===== src/rtl/instr_fetch.sv =====
// Instruction fetch stage and IF/ID register: holds the PC, runs the request/ready read
// handshake with instruction memory, and applies stalls, flushes and branch redirects.
module instr_fetch #(
  parameter logic [31:0] RESET_PC = 32'h0000_0000
) (
  input  logic        clk,
  input  logic        rst_n,
  output logic        imem_req,
  output logic [31:0] imem_addr,
  input  logic        imem_ready,
  input  logic [31:0] imem_rdata,
  input  logic        stall,
  input  logic        flush,
  input  logic        branch_taken,
  input  logic [31:0] branch_target,
  output logic [31:0] Instr,
  output logic [31:0] PCPlus4,
  output logic        instr_valid
);

  typedef enum logic [1:0] {IDLE, FETCH, HOLD, DISCARD} state_t;

  state_t      r_state, w_state_nxt;
  logic [31:0] r_pc, w_pc_nxt;
  logic [31:0] r_req_addr, w_req_addr_nxt;
  logic [31:0] r_instr, w_instr_nxt;
  logic [31:0] r_pcp4, w_pcp4_nxt;
  logic        r_valid, w_valid_nxt;
  logic [31:0] r_skid_instr, w_skid_instr_nxt;
  logic [31:0] r_skid_pc, w_skid_pc_nxt;
  logic [31:0] w_target;
  logic [31:0] w_pc_inc;

  assign w_target = branch_target & ~32'd3;
  assign w_pc_inc = r_pc + 32'd4;

  always_ff @(posedge clk or negedge rst_n) begin
    if (!rst_n) r_state <= IDLE;
    else        r_state <= w_state_nxt;
  end

  always_ff @(posedge clk or negedge rst_n) begin
    if (!rst_n) begin
      r_pc         <= RESET_PC;
      r_req_addr   <= RESET_PC;
      r_instr      <= 32'd0;
      r_pcp4       <= 32'd0;
      r_valid      <= 1'b0;
      r_skid_instr <= 32'd0;
      r_skid_pc    <= 32'd0;
    end else begin
      r_pc         <= w_pc_nxt;
      r_req_addr   <= w_req_addr_nxt;
      r_instr      <= w_instr_nxt;
      r_pcp4       <= w_pcp4_nxt;
      r_valid      <= w_valid_nxt;
      r_skid_instr <= w_skid_instr_nxt;
      r_skid_pc    <= w_skid_pc_nxt;
    end
  end

  always_comb begin
    w_state_nxt      = r_state;
    w_pc_nxt         = r_pc;
    w_req_addr_nxt   = r_req_addr;
    w_instr_nxt      = r_instr;
    w_pcp4_nxt       = r_pcp4;
    w_valid_nxt      = r_valid;
    w_skid_instr_nxt = r_skid_instr;
    w_skid_pc_nxt    = r_skid_pc;
    imem_req         = 1'b0;
    imem_addr        = r_pc;
    case (r_state)
      IDLE: w_state_nxt = FETCH;
      FETCH: begin
        imem_req = 1'b1;
        if (branch_taken || flush) begin
          // A redirect mid-request keeps the old request alive in DISCARD until it completes.
          if (branch_taken) w_pc_nxt = w_target;
          w_instr_nxt = 32'd0;
          w_pcp4_nxt  = 32'd0;
          w_valid_nxt = 1'b0;
          if (!imem_ready) begin
            w_req_addr_nxt = r_pc;
            w_state_nxt    = DISCARD;
          end
        end else if (imem_ready) begin
          w_pc_nxt = w_pc_inc;
          if (stall && r_valid) begin
            w_skid_instr_nxt = imem_rdata;
            w_skid_pc_nxt    = r_pc;
            w_state_nxt      = HOLD;
          end else begin
            w_instr_nxt = imem_rdata;
            w_pcp4_nxt  = w_pc_inc;
            w_valid_nxt = 1'b1;
          end
        end else if (!stall) begin
          w_valid_nxt = 1'b0;
        end
      end
      HOLD: begin
        if (branch_taken || flush) begin
          w_pc_nxt    = branch_taken ? w_target : r_skid_pc;
          w_instr_nxt = 32'd0;
          w_pcp4_nxt  = 32'd0;
          w_valid_nxt = 1'b0;
          w_state_nxt = FETCH;
        end else if (!stall) begin
          w_instr_nxt = r_skid_instr;
          w_pcp4_nxt  = r_skid_pc + 32'd4;
          w_valid_nxt = 1'b1;
          w_state_nxt = FETCH;
        end
      end
      DISCARD: begin
        imem_req  = 1'b1;
        imem_addr = r_req_addr;
        if (branch_taken) w_pc_nxt = w_target;
        if (imem_ready)   w_state_nxt = FETCH;
      end
      default: w_state_nxt = IDLE;
    endcase
  end

  assign Instr       = r_instr;
  assign PCPlus4     = r_pcp4;
  assign instr_valid = r_valid;

endmodule


===== config.mk =====
export PLATFORM = sky130hd
export DESIGN_NAME = instr_fetch
export DESIGN_NICKNAME = d
export VERILOG_FILES = /design/src/rtl/instr_fetch.sv
export SDC_FILE = /design/constraint.sdc
export NUM_CORES = 1
export LEC_CHECK = 0
export BUFFER_PORTS_ARGS = -buffer_cell sky130_fd_sc_hd__buf_4
export CAP_MARGIN = 10
export CORE_MARGIN = 4
export CORE_UTILIZATION = 42
export DETAILED_ROUTE_END_ITERATION = 12
export MAX_ROUTING_LAYER = met4
export PLACE_DENSITY = 0.61
export SKIP_CTS_REPAIR_TIMING = 1
export SLEW_MARGIN = 20
export SYNTH_ARGS = -nofsm -noshare
export SYNTH_HDL_FRONTEND = slang
export SYNTH_SLANG_ARGS = --single-unit

===== constraint.sdc =====
create_clock -name clk -period 3.21 [get_ports clk]
set_input_delay 0.4815 -clock clk [delete_from_list [all_inputs] [get_ports clk]]
set_output_delay 0.4815 -clock clk [all_outputs]
set_load 0.005 [all_outputs]

==> impl_metrics.toml <==
[job]
maxCapViolCount = 0

[synthesis]
netlist_area_um2 = 10300
synthSimpleGateAreaFrac = 0.133
ys_async_sr_fraction = 1.00
synth_fa_ha_area_frac = 0.00244
syn_nets = 1070
synthFlopType = "dfrtp_1"
synthXorXnorAreaFrac = 0.0461
yosys_warnings = 0
synth-seq-cells = 195
synthCells = 998
synthMuxAreaShare = 0.171
ys_types = 56
avgSynthCellArea_um2 = 10.3
synth_top_family_by_area = "multiplexers"
synth-compound-area-share = 0.133
synth_edf_count = 0
seq_area_frac_synth = 0.475

[finish]
post-route-util = 0.522
final_cell_mix = "195 x dfrtp_1, 190 x buf_4, 141 x nand2_1"
nets = 1197
stdcell_count = 1457
antenna_cells = 0
syn_to_final_growth_pct = 20.9
drive_gt1_frac = 0.315
final_common_cell = "dfrtp_1"

[status]
status = "finished, final reports clean"

[drt]
drc_errors = 0
wl_per_cell_um = 19.3
first_pass_iters = 5
viasPerCell = 5.53
dr_total_vias = 8058
drt_wl_total_um = 28100
antenna_left = 0
drtIter0Drc = 721

[die]
start_util = 0.432
die_h_um = 164
die-area_um2 = 27000
core_area_um2 = 23800
io_pins = 168
die_w_um = 164
num_rows = 56

[setup_path]
crit_type = "flip-flop to primary output"
cp_num_buf_inv = 3
ff2ff_path_depth = 7
end_kind = "primary output"
crit_path_start_kind = "flip-flop"
crit_fanout = 32
crit_required_ns = 2.73
timing.critical_path.max_delay_family = "buffers and inverters"
crit_top_cell = "buf_4"
crit_arrival_ns = 2.15
crit_path_top_delay_cell = "dfrtp_1"
crit_cells = 5
cpPeakStageDelay_ns = 0.44
path_cells = "buf_4, nand2_1, buf_4, mux2_2, buf_4"

[sta]
worstMarginPinSlew_ns = 0.708
rsz0062_at_grt = "false"
layout_setup_ws_ns = 0.579
timing.fmax_mhz = 380
hold_slack_ns = 0.0713
skew_ns = 0.0140
fin_crit_sh = 0.820
setup_viol = 0
hold_viol = 0
tns_ns = 0
finalMaxSlewViolations = 0
min_period_ns = 2.63
slew_headroom = 0.524

[clock_network]
clockBufferDepth = 2
clkTransAtPathRegs_ns = 0.08
clkLatencyLatePin_ns = 0.44
clkSinkCount = 195
cts_buffers = 17
cts_tree = "built"
htree_levels = 4
clock-root-buffer = "clkbuf_16"

[global_route]
antenna_found_initial = 0
grt_overflow_total = 0
gr-usage-all-layers = 0.216
grt_pass1_wl_um = 44600
grt_pass1_vias = 7920
grt_max_degree = 88

[placed_design]
globalplace.congestion = 0.833
pre_cts_ws_ns = 0.631
hpwlAfterDp_um = 19600
io_buffers = 165
dp_cells = 1425

[worst_hold_path]
hold_class = "primary input to async pin"

[power]
ir_drop_mv = 0.312
p_per_area_nw_per_um2 = 591
p_leak_nw = 5.39
sequential cells by signal, indices dropped and copies added (netlist names):
signal,cells
r_state,2
Instr,32
r_req_addr,32
r_skid_instr,32
instr_valid,1
r_pc,32
PCPlus4,32
r_skid_pc,32
final cells by class:
class                      instances  area (um^2)
multi-input combinational        708         5010
inverter                           9         33.8
clock inverter                    15          161
fill                            2180        11300
clock buffer                      17          425
sequential                       195         4880
tap                              319          399
timing repair buffer             194         1500
stage by stage:
step                power, W  cell area, um^2
finish               0.00734            12400
global route         0.00775            12400
CTS                  0.00741            12400
detailed placement   0.00526            11800
global placement     0.00519            11800
floorplan            0.00447            10300
report_power, final:
group          switching [W]  internal, W
combinational       0.000703     0.000948
sequential          0.000549      0.00300
clock                0.00109      0.00105
logic make-up after synthesis:
logic type | Yosys count
mux | 160
xor+xnor | 54
compound gates | 203
fa+ha+maj | 2
flops | 195
buf+inv | 95
simple gates | 289
per-layer routing:
metal | GRT usage | wire length [um] | up-vias
li1 | - | - | 3859
met1 | 0.329 | 14000 | 3897
met2 | 0.306 | 12100 | 268
met3 | 0.0301 | 1640 | 34
met4 | 0.0518 | 376 | 0
met5 | - | 0 | -
synth_stat cells (all sizes together), types with 2 or more instances:
library cell	instances	area [um^2]
dfrtp	195	4880
nand2	141	529
mux2	121	1360
o21ai	70	350
clkbuf	50	189
mux2i	39	390
nor2	38	148
o31ai	37	278
buf	36	180
nand3	30	160
xor2	29	254
xnor2	25	219
a21oi	22	110
a22oi	14	105
nand4	14	93.8
nor3	14	70.1
nor4	11	81.3
a221o	10	100
and3	10	62.6
inv	9	33.8
and4	8	71.3
a22o	6	52.6
and2	6	37.5
nor2b	6	37.5
o221ai	6	52.6
a211oi	5	37.5
o22ai	5	31.3
o311ai	5	43.8
or3	5	31.3
a2bb2oi	4	41.3
o211ai	4	30.0
a32o	3	30.0
nand3b	3	22.5
o31a	3	26.3
a21o	2	15.0
a221oi	2	17.5
a31oi	2	12.5
ha	2	25.0
or2	2	12.5
final timing paths:
kind,slack (ns),endpoint,from
max in group asynchronous,2.34,Instr[0]$_DFFE_PN0P_,rst_n
max reg2reg,0.64,PCPlus4[28]$_DFFE_PN0P_,r_pc[3]$_DFFE_PN0P_
min reg2reg,0.48,Instr[20]$_DFFE_PN0P_,Instr[20]$_DFFE_PN0P_
max,0.58,imem_addr[25],r_state[1]$_DFFE_PN0P_
min,0.07,Instr[30]$_DFFE_PN0P_,rst_n
min in group clk,0.26,r_skid_instr[2]$_DFFE_PN0P_,imem_rdata[2]
No activity file was read; power rests on OpenSTA's default activity.
